## src/rtl/sram_arbiter_512x32_pkg.sv

```systemverilog
// Shared constants and types for the 512x32 SRAM arbiter.
// Geometry of the wrapped macro and the arbiter state encoding.
package sram_arbiter_512x32_pkg;

  localparam int SRAM_AW = 9;
  localparam int SRAM_DW = 32;
  localparam int SRAM_NB = SRAM_DW / 8;

  typedef enum logic {
    ST_RUN    = 1'b0,
    ST_RMW_WR = 1'b1
  } state_e;

  typedef enum logic {
    PORT_A = 1'b0,
    PORT_B = 1'b1
  } port_e;

endpackage

```

## src/rtl/sram_arbiter_512x32_rr_arbiter2.sv

```systemverilog
// Two-request round-robin picker; req[0]/gnt[0] is port A, req[1]/gnt[1] is port B.
// The one-hot grant is combinational; `last` remembers the most recent winner.
module rr_arbiter2
  import sram_arbiter_512x32_pkg::*;
(
  input  logic       clk,
  input  logic       reset,
  input  logic       enable,
  input  logic [1:0] req,
  output logic [1:0] gnt
);

  port_e last;

  // NOTE: every combinational output gets a default first so no path infers a latch.
  always_comb begin
    gnt = 2'b00;
    if (enable) begin
      if (req[0] && (!req[1] || last == PORT_B)) gnt = 2'b01;
      else if (req[1])                           gnt = 2'b10;
    end
  end

  // NOTE: sequential state uses non-blocking assignments only, so every flop sees pre-edge values.
  always_ff @(posedge clk) begin
    if (reset)       last <= PORT_A;
    else if (gnt[0]) last <= PORT_A;
    else if (gnt[1]) last <= PORT_B;
  end

endmodule

```

## src/rtl/sram_arbiter_512x32.sv

```systemverilog
// Shares one 512x32 single-port SRAM between a fetch port (A) and a data port (B),
// turning byte-masked writes into a two-cycle read-modify-write.
module sram_arbiter_512x32
  import sram_arbiter_512x32_pkg::*;
#(
  parameter int AW = SRAM_AW,
  parameter int DW = SRAM_DW
) (
  input  logic            clk,
  input  logic            reset,
  input  logic            a_valid,
  output logic            a_ready,
  input  logic [AW-1:0]   a_addr,
  output logic            a_rvalid,
  output logic [DW-1:0]   a_rdata,
  input  logic            b_valid,
  output logic            b_ready,
  input  logic [AW-1:0]   b_addr,
  input  logic            b_we,
  input  logic [DW/8-1:0] b_wstrb,
  input  logic [DW-1:0]   b_wdata,
  output logic            b_rvalid,
  output logic [DW-1:0]   b_rdata,
  output logic            sram_en,
  output logic            sram_wen,
  output logic [AW-1:0]   sram_addr,
  output logic [DW-1:0]   sram_wdata,
  input  logic [DW-1:0]   sram_rdata
);

  localparam int NB = DW / 8;

  state_e          state;
  logic [1:0]      gnt;
  logic            b_partial;
  logic [AW-1:0]   rmw_addr;
  logic [DW-1:0]   rmw_wdata;
  logic [NB-1:0]   rmw_wstrb;

  rr_arbiter2 u_arb (
    .clk    (clk),
    .reset  (reset),
    .enable (state == ST_RUN && !reset),
    .req    ({b_valid, a_valid}),
    .gnt    (gnt)
  );

  assign a_ready   = gnt[0];
  assign b_ready   = gnt[1];
  assign b_partial = b_we && (b_wstrb != '0) && (b_wstrb != '1);

  assign a_rdata = a_rvalid ? sram_rdata : '0;
  assign b_rdata = b_rvalid ? sram_rdata : '0;

  // SRAM side is purely combinational; reset masks the RMW write so a pending merge is dropped.
  always_comb begin
    sram_en    = 1'b0;
    sram_wen   = 1'b0;
    sram_addr  = '0;
    sram_wdata = '0;
    if (state == ST_RMW_WR && !reset) begin
      sram_en   = 1'b1;
      sram_wen  = 1'b1;
      sram_addr = rmw_addr;
      for (int i = 0; i < NB; i++)
        sram_wdata[8*i +: 8] = rmw_wstrb[i] ? rmw_wdata[8*i +: 8] : sram_rdata[8*i +: 8];
    end else if (gnt[0]) begin
      sram_en   = 1'b1;
      sram_addr = a_addr;
    end else if (gnt[1]) begin
      sram_addr = b_addr;
      if (!b_we || b_partial) begin
        sram_en = 1'b1;
      end else if (b_wstrb == '1) begin
        sram_en    = 1'b1;
        sram_wen   = 1'b1;
        sram_wdata = b_wdata;
      end
    end
  end

  always_ff @(posedge clk) begin
    if (reset) begin
      state    <= ST_RUN;
      a_rvalid <= 1'b0;
      b_rvalid <= 1'b0;
    end else begin
      a_rvalid <= gnt[0];
      b_rvalid <= gnt[1] && !b_we;
      case (state)
        ST_RUN:    if (gnt[1] && b_partial) state <= ST_RMW_WR;
        ST_RMW_WR: state <= ST_RUN;
        default:   state <= ST_RUN;
      endcase
    end
  end

  // NOTE: pure datapath capture registers carry no reset; they are only consumed in ST_RMW_WR.
  always_ff @(posedge clk) begin
    if (gnt[1] && b_partial) begin
      rmw_addr  <= b_addr;
      rmw_wdata <= b_wdata;
      rmw_wstrb <= b_wstrb;
    end
  end

endmodule

```

## config.mk

```make
export PLATFORM = sky130hd
export DESIGN_NAME = sram_arbiter_512x32
export DESIGN_NICKNAME = d
export VERILOG_FILES = /design/src/rtl/sram_arbiter_512x32_pkg.sv /design/src/rtl/sram_arbiter_512x32_rr_arbiter2.sv /design/src/rtl/sram_arbiter_512x32.sv
export SDC_FILE = /design/constraint.sdc
export NUM_CORES = 1
export LEC_CHECK = 0
export BUFFER_PORTS_ARGS = -buffer_cell sky130_fd_sc_hd__buf_4
export CORE_MARGIN = 8
export CORE_UTILIZATION = 25
export CTS_CLUSTER_SIZE = 14
export DETAILED_ROUTE_END_ITERATION = 8
export GPL_TIMING_DRIVEN = 0
export MAX_ROUTING_LAYER = met4
export PLACE_DENSITY = 0.49
export SLEW_MARGIN = 20
export SYNTH_ARGS = -nofsm -noshare
export SYNTH_HDL_FRONTEND = slang
export SYNTH_SLANG_ARGS = --single-unit
```

## constraint.sdc

```tcl
create_clock -name clk -period 6.3 [get_ports clk]
set_clock_uncertainty 0.15 [all_clocks]
set_input_delay 1.26 -clock clk [delete_from_list [all_inputs] [get_ports clk]]
set_output_delay 1.26 -clock clk [all_outputs]
set_load 0.02 [all_outputs]
```

==> results of run 1 <==
## Yosys cell counts, drive strengths merged
| master | n | share of area |
|---|---|---|
| or2 | 1 | 0.0021 |
| nand2b | 1 | 0.0021 |
| nand3 | 1 | 0.0016 |
| and2 | 74 | 0.15 |
| a211oi | 1 | 0.0041 |
| and4 | 2 | 0.0057 |
| a21oi | 1 | 0.0016 |
| nor3 | 2 | 0.0033 |
| a221o | 9 | 0.030 |
| nor4b | 2 | 0.0078 |
| nor4 | 1 | 0.0021 |
| a211o | 1 | 0.0029 |
| nor2b | 3 | 0.0062 |
| mux2i | 32 | 0.11 |
| o2bb2ai | 32 | 0.15 |
| edfxtp | 45 | 0.44 |
| inv | 1 | 0.0012 |
| nand2 | 1 | 0.0012 |
| buf | 13 | 0.037 |
| clkbuf | 7 | 0.0086 |
| dfxtp | 4 | 0.026 |
| a311oi | 1 | 0.0029 |
## sequential cells by signal (all words and copies together) (netlist names)
register    flops
u_arb.last      1
rmw_wstrb       4
b_rvalid        1
a_rvalid        1
rmw_wdata      32
state           1
rmw_addr        9
## power by group
group          switching, W  total, W  internal (W)  leakage, nW
combinational     0.0000909  0.000180     0.0000890         1.70
sequential       0.00000441  0.000370      0.000366        0.444
clock              0.000124  0.000323      0.000199       0.0831
total              0.000220  0.000873      0.000653         2.23
## cell type report
| cell class | instances | share of cell area |
|---|---|---|
| Buffer | 20 | 0.0277 |
| Clock buffer | 6 | 0.0280 |
| Clock inverter | 2 | 0.00756 |
| Inverter | 1 | 0.000756 |
| Multi-Input combinational cell | 165 | 0.298 |
| Sequential cell | 49 | 0.288 |
| Tap cell | 147 | 0.0370 |
| Timing Repair Buffer | 206 | 0.312 |
## stage by stage
step	worst slack, ns	instances
6_report	2.37	596
5_1_grt	2.28	596
4_1_cts	2.34	596
3_5_place_dp	2.35	588
3_3_place_gp	-1.37	583
2_1_floorplan	0.893	235
## worst max path at each step
stage | to | slack [ns]
finish | sram_en | 2.37
global placement | rmw_wdata[13]$_DFFE_PP_ | -1.37
global route | sram_en | 2.28
CTS | sram_en | 2.34
detailed placement | sram_en | 2.35
floorplan | rmw_addr[0]$_DFFE_PP_ | 0.89
## critical path, delay by kind of cell
kind | cells | cell delay (ns)
and+or+nand+nor | 2 | 0.67
AOI/OAI and AO/OA | 1 | 0.30
buffers and inverters | 2 | 0.28
## kinds of logic (layout without fill, tap and decap cells)
kind of cell / Yosys count / count (layout) / synth area share
AO/OA/AOI/OAI: 45 / 45 / 0.195
AND/OR/NAND/NOR: 88 / 88 / 0.185
buffers and inverters: 21 / 235 / 0.0464
multiplexers: 32 / 32 / 0.105
flip-flops: 49 / 49 / 0.469
## metal layers
metal,global-route usage,part of all wire
met3,0.0427,0.076
met4,0.0219,0.0070
met5,-,0
met2,0.219,0.49
met1,0.162,0.43
==> flow_summary.json, run 1 <==
{
  "multi_input_area_um2": 1480,
  "crit_path_end_kind": "output pin",
  "clkLatencyLatePin_ns": 0.28,
  "hold_path_class": "register to register",
  "drv_cap": 0,
  "cp-startpoint": "b_wstrb[0]",
  "critPathKind": "primary input to output pin",
  "htree_num_levels": 2,
  "grt_usage": 0.134,
  "portBuffers": 201,
  "fill_cells": 1184,
  "min_to": "u_arb.last$_SDFFE_PP0N_",
  "cp_slowest_stage_delay_ns": 0.56,
  "tightest_slew_ns": 0.757,
  "core_um2": 12000,
  "crit_arrival_ns": 2.52,
  "cts_root_buf": "clkbuf_16",
  "syn2layout_area_growth_pct": 62.8,
  "netlist_area_um2": 3050,
  "hold_violations": 0,
  "antenna_found_initial": 0,
  "clockBufferDepth": 2,
  "cts.clk_slew.worst_paths_ns": 0.07,
  "cts.sinks": 49,
  "tns_ns": 0,
  "crit_required_ns": 4.89,
  "synthesis.nets": 326,
  "seq_area_frac_synth": 0.469,
  "post_cts_buffers": 0,
  "synth_cell_types": 28,
  "cpMostUsedCell": "buf_4",
  "die-area_um2": 16000,
  "setup_violations": 0,
  "crit_fanout": 3,
  "yosysWarnings": 0,
  "grt_pass1_vias": 2899,
  "r2r_cells": 6,
  "hold_ws_ns": 0.380,
  "wl_um": 10900,
  "nNetsFinal": 539,
  "ff_latch_area_um2": 1430,
  "status": "finished, final reports clean",
  "critPathLaunchType": "primary input",
  "drive_above_1_share": 0.572,
  "leakagePower_nw": 2.23,
  "grt.overflow.total": 0,
  "postCtsHoldBufs": 0,
  "min_path_cells": 1,
  "vdd_drop_max_mv": 0.118,
  "final_util": 0.415,
  "ys_ff_latch": 49,
  "reg2reg_from": "state$_SDFF_PP0_",
  "power_w": 0.000873,
  "layout_commonest_cell": "buf_4",
  "max-slew-margin-rel": 0.493,
  "fmax_ghz": 0.255,
  "final_max_slew_viol_count": 0,
  "fin_area_um2": 4960,
  "mostFrequentLayoutCells": "buf_4 (205), and2_1 (73), edfxtp_1 (45)",
  "globalplace.congestion": 0.700,
  "slowest_stage": "nor4_1",
  "ant_nets": 0,
  "r2r_end": "rmw_wdata[12]$_DFFE_PP_",
  "die_y_um": 126,
  "cts_tree": "built",
  "post-dp-hpwl_um": 8680,
  "tritoncts.num_buffers": 5,
  "placementRows": 40,
  "via_per_inst": 4.46,
  "crit_chain": "buf_4 -> nor4_1 -> nand2_1 -> a211o_1 -> buf_4",
  "initial_utilization": 0.255,
  "diodes": 0,
  "syn-instance-count": 235,
  "rsz0062_at_grt": "no",
  "drcViolationCount": 0,
  "grt_max_degree": 16,
  "grt_pass1_wl_um": 16600,
  "period_needed_ns": 3.93,
  "placed_cell_area_um2": 4790,
  "routedWlPerCell_um": 18.2,
  "drt_iter0_markers": 91,
  "drt_pass1_iterations": 4,
  "cts_resized": 0,
  "rrSetupSlack_ns": 3.84,
  "hold_start": "u_arb.last$_SDFFE_PP0N_",
  "pin_count": 202,
  "synth_area_per_cell_um2": 13.0,
  "power.density_nw_per_um2": 176,
  "min_period_over_period": 0.623,
  "floorplan.die.width_um": 126,
  "vias": 2659
}
No activity file was read; power rests on OpenSTA's default activity.
==> run 2, diff against run 1 <==
--- a/config.mk
+++ b/config.mk
@@ -5,6 +5,7 @@
 export SDC_FILE = /design/constraint.sdc
 export NUM_CORES = 1
 export LEC_CHECK = 0
+export ABC_AREA = 1
 export BUFFER_PORTS_ARGS = -buffer_cell sky130_fd_sc_hd__buf_4
 export CORE_MARGIN = 8
 export CORE_UTILIZATION = 25
@@ -12,7 +13,7 @@
 export DETAILED_ROUTE_END_ITERATION = 8
 export GPL_TIMING_DRIVEN = 0
 export MAX_ROUTING_LAYER = met4
-export PLACE_DENSITY = 0.49
+export PLACE_DENSITY = 0.51
 export SLEW_MARGIN = 20
 export SYNTH_ARGS = -nofsm -noshare
 export SYNTH_HDL_FRONTEND = slang
==> constraint.sdc (replaced) <==
create_clock -name clk -period 3.3 [get_ports clk]
set_clock_uncertainty 0.15 [all_clocks]
set_input_delay 0.66 -clock clk [delete_from_list [all_inputs] [get_ports clk]]
set_output_delay 0.66 -clock clk [all_outputs]
set_load 0.02 [all_outputs]
==> run 2 against run 1 <==
  * Setup slack got worse by 1.6 ns
  * Sequential share of layout area down 0.74 points
  * Area after synthesis rose by 4.0%
  * Cell count increased by 37%
==> flow_summary.json, run 2 <==
{
  "ff_latch_area_um2": 1430,
  "tightest_slew_ns": 0.548,
  "worstSetupEndpoint": "sram_wdata[2]",
  "largest_register_ffs": 32,
  "portBuffers": 200,
  "syn2layout_area_growth_pct": 60.7,
  "m1WireLength_um": 5380,
  "post_cts_buffers": 0,
  "crit_chain": "buf_4 -> nand2_2 -> nor2_4 -> buf_6 -> nand3_1 -> o21ai_1 -> buf_4",
  "htree_num_levels": 2,
  "rsz0062_at_grt": "no",
  "fmax_ghz": 0.400,
  "die-area_um2": 16500,
  "slowest_stage": "nor2_4",
  "syn-instance-count": 434,
  "largest-register": "rmw_wdata",
  "ys_dominant_reg_cell": "edfxtp_1",
  "grt_pass1_vias": 3634,
  "period_needed_ns": 2.50,
  "r2r_end": "rmw_wdata[14]$_DFFE_PP_",
  "tritoncts.num_buffers": 5,
  "power.density_nw_per_um2": 317,
  "synthTopCellsByArea": "edfxtp_1 (43%), nand2_1 (11%), inv_1 (8.6%), nor2_1 (8.2%), nand3_1 (7.9%)",
  "vdd_drop_max_mv": 0.175,
  "pin_count": 202,
  "route.top_layer_used": "met4",
  "floorplan.die.width_um": 129,
  "reg2reg_from": "state$_SDFF_PP0_",
  "synth_common_cells": "nand2_1 (89), inv_1 (73), nor2_1 (69), nand3_1 (50), edfxtp_1 (45)",
  "setup_slack_ns": 0.798,
  "crit_arrival_ns": 1.69,
  "pre_cts_ws_ns": 0.804,
  "cts_tree": "built",
  "synth-edff-count": 45,
  "grt_max_degree": 23,
  "synth_cell_types": 18,
  "synth_top_area_frac": 0.426,
  "seq_area_frac_synth": 0.451,
  "max-slew-margin-rel": 0.631,
  "grt.overflow.total": 0,
  "cp-startpoint": "b_wstrb[1]",
  "wl_met2_um": 5820,
  "cts.sinks": 49,
  "drt_pass1_iterations": 4,
  "crit_fanout": 10,
  "grt_pass1_wl_um": 19300,
  "wl_um": 12500,
  "cpMostUsedCell": "buf_4",
  "nNetsFinal": 734,
  "globalplace.congestion": 0.819,
  "core_um2": 12500,
  "power_w": 0.00162,
  "drive_above_1_share": 0.374,
  "die_y_um": 129,
  "mostFrequentLayoutCells": "buf_4 (203), nand2_1 (89), inv_1 (73)",
  "drv_cap": 0,
  "ant_nets": 0,
  "vias": 3529,
  "clockBufferDepth": 2,
  "synth_area_per_cell_um2": 7.31,
  "crit_required_ns": 2.49,
  "post-dp-hpwl_um": 9920,
  "via_per_inst": 4.32,
  "final_max_slew_viol_count": 0,
  "layout_commonest_cell": "buf_4",
  "initial_utilization": 0.253,
  "clkLatencyLatePin_ns": 0.29,
  "min_period_over_period": 0.758,
  "antenna_found_initial": 0,
  "async_flop_share": 0,
  "hold_path_class": "register to register",
  "cts.clk_slew.worst_paths_ns": 0.06,
  "ys_ff_latch": 49,
  "r2r_cells": 6,
  "drt_iter0_markers": 254,
  "fill_cells": 1362,
  "setup_violations": 0,
  "rrSetupSlack_ns": 1.29,
  "critPathKind": "primary input to output pin",
  "synthesis.nets": 525,
  "yosys.area.top_type": "edfxtp_1",
  "diodes": 0,
  "grt_usage": 0.152,
  "yosysMostFrequentCell": "nand2_1",
  "wl_met3_um": 1150,
  "cts_root_buf": "clkbuf_16",
  "leakagePower_nw": 2.77,
  "critPathLaunchType": "primary input",
  "yosysWarnings": 0,
  "crit_path_end_kind": "output pin",
  "postCtsHoldBufs": 0,
  "cp_slowest_stage_delay_ns": 0.23,
  "status": "finished, final reports clean",
  "reg_top3": "rmw_wdata: 32 flops, rmw_addr: 9 flops, rmw_wstrb: 4 flops",
  "hold_violations": 0,
  "multi_input_area_um2": 1280,
  "cts_resized": 0,
  "placementRows": 41,
  "drcViolationCount": 0,
  "netlist_area_um2": 3170,
  "routedWlPerCell_um": 15.3
}
[run 2: power by group]
group          switching [W]  internal [W]  leakage [nW]
combinational       0.000212      0.000169          2.25
clock               0.000225      0.000303        0.0712
sequential        0.00000792      0.000699         0.444
total               0.000445       0.00117          2.77
[run 2: kinds of logic after synthesis]
group | Yosys count | synth area share
AND/OR/NAND/NOR | 216 | 0.292
buffers and inverters | 101 | 0.147
flip-flops | 49 | 0.451
AO/OA/AOI/OAI | 68 | 0.110
[run 2: layer usage]
| layer | up-vias | global-route usage |
|---|---|---|
| met3 | 8 | 0.0468 |
| met4 | 0 | 0.0311 |
| li1 | 1792 | - |
| met1 | 1590 | 0.183 |
| met2 | 139 | 0.245 |
| met5 | - | - |
[run 2: stage by stage]
stage	util	TNS [ns]	instances	hold slack (ns)	instance area, um2
final	0.407	0	816	0.342	5100
after detailed placement	0.395	0	808	0.338	4950
after global placement	0.391	-20.75	806	0.327	4890
after global routing	0.407	0	816	0.389	5100
after CTS	0.407	0	816	0.349	5100
after floorplan	-	0	434	0.312	3170
[run 2: critical path, delay by kind of cell]
kind,cells,cell delay (ns)
AND/OR/NAND/NOR,3,0.37
buffers and inverters,3,0.46
AO/OA/AOI/OAI,1,0.18
[run 2: worst min-delay path by stage]
stage                     slack, ns  depth (start not counted)                      end                    start
after floorplan                0.31                          2  u_arb.last$_SDFFE_PP0N_  u_arb.last$_SDFFE_PP0N_
final                          0.34                          2  u_arb.last$_SDFFE_PP0N_  u_arb.last$_SDFFE_PP0N_
after CTS                      0.35                          2  u_arb.last$_SDFFE_PP0N_  u_arb.last$_SDFFE_PP0N_
after global routing           0.39                          1  rmw_wdata[10]$_DFFE_PP_              b_wdata[10]
after detailed placement       0.34                          2  u_arb.last$_SDFFE_PP0N_  u_arb.last$_SDFFE_PP0N_
after global placement         0.33                          2  u_arb.last$_SDFFE_PP0N_  u_arb.last$_SDFFE_PP0N_
[run 2: final cells by class]
type	count	share of cell area
timing repair buffer	202	0.305
buffer	25	0.0356
clock buffer	8	0.0287
inverter	76	0.0560
tap	172	0.0422
sequential	49	0.281
multi-input combinational	284	0.251
==> run 3, diff against run 2 <==
--- a/config.mk
+++ b/config.mk
@@ -5,7 +5,7 @@
 export SDC_FILE = /design/constraint.sdc
 export NUM_CORES = 1
 export LEC_CHECK = 0
-export ABC_AREA = 1
+export ABC_AREA = 0
 export BUFFER_PORTS_ARGS = -buffer_cell sky130_fd_sc_hd__buf_4
 export CORE_MARGIN = 8
 export CORE_UTILIZATION = 25
@@ -13,7 +13,7 @@
 export DETAILED_ROUTE_END_ITERATION = 8
 export GPL_TIMING_DRIVEN = 0
 export MAX_ROUTING_LAYER = met4
-export PLACE_DENSITY = 0.51
+export PLACE_DENSITY = 0.49
 export SLEW_MARGIN = 20
 export SYNTH_ARGS = -nofsm -noshare
 export SYNTH_HDL_FRONTEND = slang
==> constraint.sdc (replaced) <==
create_clock -name clk -period 2.6 [get_ports clk]
set_clock_uncertainty 0.15 [all_clocks]
set_input_delay 0.52 -clock clk [delete_from_list [all_inputs] [get_ports clk]]
set_output_delay 0.52 -clock clk [all_outputs]
set_load 0.02 [all_outputs]
==> run 3 against run 2 <==
  * Via count shrank 25%
  * Utilization up 1.0 points
  * Clock power up 47%
  * Power is 31% higher
  * Non-clock buffer count is 3 lower
  * Critical path depth decreased by 2
  * Cell area is 2.1% lower
  * Clock-buffer cell count is 1 lower
  * Die area down 3.4%
  * Flip-flop and latch count stayed put
  * Global-route usage down 1.8 points
==> flow_summary.json, run 3 (synthesis gave the netlist of run 1 again) <==
{
  "reg_top3": "rmw_wdata: 32 flops, rmw_addr: 9 flops, rmw_wstrb: 4 flops",
  "diodes": 0,
  "min_to": "rmw_addr[4]$_DFFE_PP_",
  "die_y_um": 126,
  "placed_cell_area_um2": 4810,
  "final_max_slew_viol_count": 0,
  "antenna_found_initial": 0,
  "tritoncts.num_buffers": 5,
  "grt_pass1_wl_um": 16500,
  "placementRows": 40,
  "htree_num_levels": 2,
  "fill_cells": 1184,
  "largest-register": "rmw_wdata",
  "grt_max_degree": 15,
  "postCtsHoldBufs": 0,
  "setup_violations": 0,
  "syn2layout_area_growth_pct": 63.6,
  "nNetsFinal": 537,
  "crit_path_end_kind": "output pin",
  "die-area_um2": 16000,
  "routedWlPerCell_um": 18.1,
  "drive_above_1_share": 0.573,
  "vias": 2640,
  "hold_violations": 0,
  "rrSetupSlack_ns": 0.34,
  "drt_iter0_markers": 79,
  "fmax_ghz": 0.411,
  "crit_arrival_ns": 1.76,
  "portBuffers": 201,
  "cpLargestDelayFamily": "flip-flops",
  "power.density_nw_per_um2": 423,
  "setup_slack_ns": 0.169,
  "cts.sinks": 49,
  "drcViolationCount": 0,
  "reg2reg_from": "u_arb.last$_SDFFE_PP0N_",
  "via_per_inst": 4.44,
  "layout_commonest_cell": "buf_4",
  "floorplan.die.width_um": 126,
  "crit_buf_inv": 2,
  "clkLatencyLatePin_ns": 0.28,
  "critPathKind": "register to output pin",
  "min_period_over_period": 0.935,
  "ant_nets": 0,
  "r2r_cells": 5,
  "cp_slowest_stage_delay_ns": 0.49,
  "cts_root_buf": "clkbuf_16",
  "pre_cts_ws_ns": 0.000361,
  "vdd_drop_max_mv": 0.292,
  "crit_fanout": 10,
  "tightest_slew_ns": 0.690,
  "fin_area_um2": 4990,
  "cts.clk_slew.worst_paths_ns": 0.07,
  "post-dp-hpwl_um": 8510,
  "period_needed_ns": 2.43,
  "slowest_stage": "dfxtp_1",
  "hold_path_class": "primary input to register",
  "status": "finished, final reports clean",
  "hold_start": "b_addr[4]",
  "leakagePower_nw": 2.22,
  "max-slew-margin-rel": 0.539,
  "grt_usage": 0.134,
  "initial_utilization": 0.255,
  "grt_pass1_vias": 2798,
  "drv_cap": 0,
  "drt_pass1_iterations": 6,
  "dp.cells": 586,
  "critPathLaunchType": "register",
  "r2r_end": "rmw_wdata[13]$_DFFE_PP_",
  "mostFrequentLayoutCells": "buf_4 (201), and2_1 (73), edfxtp_1 (45)",
  "cts_tree": "built",
  "crit_required_ns": 1.93,
  "grt.overflow.total": 0,
  "largest_register_ffs": 32,
  "wl_um": 10700,
  "pin_count": 202,
  "globalplace.congestion": 0.705,
  "clockBufferDepth": 2,
  "min_path_cells": 1,
  "core_um2": 12000,
  "fin_cells": 594,
  "crit_chain": "nor2b_1 -> clkbuf_1 -> and2_1 -> a221o_1 -> buf_4",
  "rsz0062_at_grt": "no"
}
## run 3: changes by cell type in the layout (fill, tap and decap cells not counted), moves of 4 or more
cell,previous run,this run
o21ai_1,32,0
mux2i_1,0,32
a221o_1,0,9
and2_1,0,73
nand3_1,50,0
buf_1,0,4
buf_6,9,1
inv_1,73,1
nor2_1,68,0
o2bb2ai_2,0,30
nand2_1,89,1
o21ai_0,34,0
## run 3: worst register-to-register path, delay by kind of cell (launching register included)
kind | cells | cell delay [ns]
AO/OA/AOI/OAI | 1 | 0.29
AND/OR/NAND/NOR | 2 | 0.75
buffers and inverters | 2 | 0.40
flip-flops | 1 | 0.36
## run 3: cell type report
type	instances	area, um2	area share
flip-flops and latches	49	1430	0.287
plain buffers	20	138	0.0276
inverters	1	3.75	0.000752
clock inverters	1	30.0	0.00602
repair buffers	204	1550	0.311
clock buffers	7	143	0.0286
multi-input cells	165	1510	0.302
well taps	147	184	0.0369
## run 3: what timing repair did
action,CTS,global route
setup endpoints to repair,0,1
setup buffers,0,0
resized for setup,0,1
endpoints found under the hold margin,0,0
## run 3: per-stage QoR
step / hold slack (ns) / setup TNS, ns / power, W / utilization
2_1_floorplan: 0.379 / -0.0106 / 0.00110 / -
3_3_place_gp: 0.410 / -39.40 / 0.00135 / 0.398
3_5_place_dp: 0.418 / 0 / 0.00136 / 0.402
4_1_cts: 0.257 / 0 / 0.00215 / 0.417
5_1_grt: 0.263 / 0 / 0.00220 / 0.417
6_report: 0.265 / 0 / 0.00211 / 0.417
## run 3: per-layer routing
layer  GRT usage  part of all wire  vias to the layer above
met5           -                 0                        -
met3      0.0364             0.061                        5
li1            -                 -                     1302
met4      0.0212            0.0062                        0
met1       0.163              0.44                     1228
met2       0.220              0.49                      105
## run 3: worst max-delay path by stage
stage / from / slack [ns] / to / cells after the start
after floorplan: reset / -0.0002 / rmw_addr[0]$_DFFE_PP_ / 3
after global placement: reset / -0.88 / rmw_wdata[19]$_DFFE_PP_ / 4
after detailed placement: reset / 0.0004 / rmw_wdata[13]$_DFFE_PP_ / 6
after CTS: b_wstrb[0] / 0.008 / sram_en / 5
after global routing: u_arb.last$_SDFFE_PP0N_ / 0.05 / sram_wdata[29] / 6
final: state$_SDFF_PP0_ / 0.17 / sram_addr[4] / 5
## run 3: power breakdown
group	internal (W)	leakage [nW]	switching, W
sequential	0.000887	0.444	0.0000110
clock	0.000482	0.0841	0.000292
combinational	0.000218	1.70	0.000222
total	0.00159	2.22	0.000525
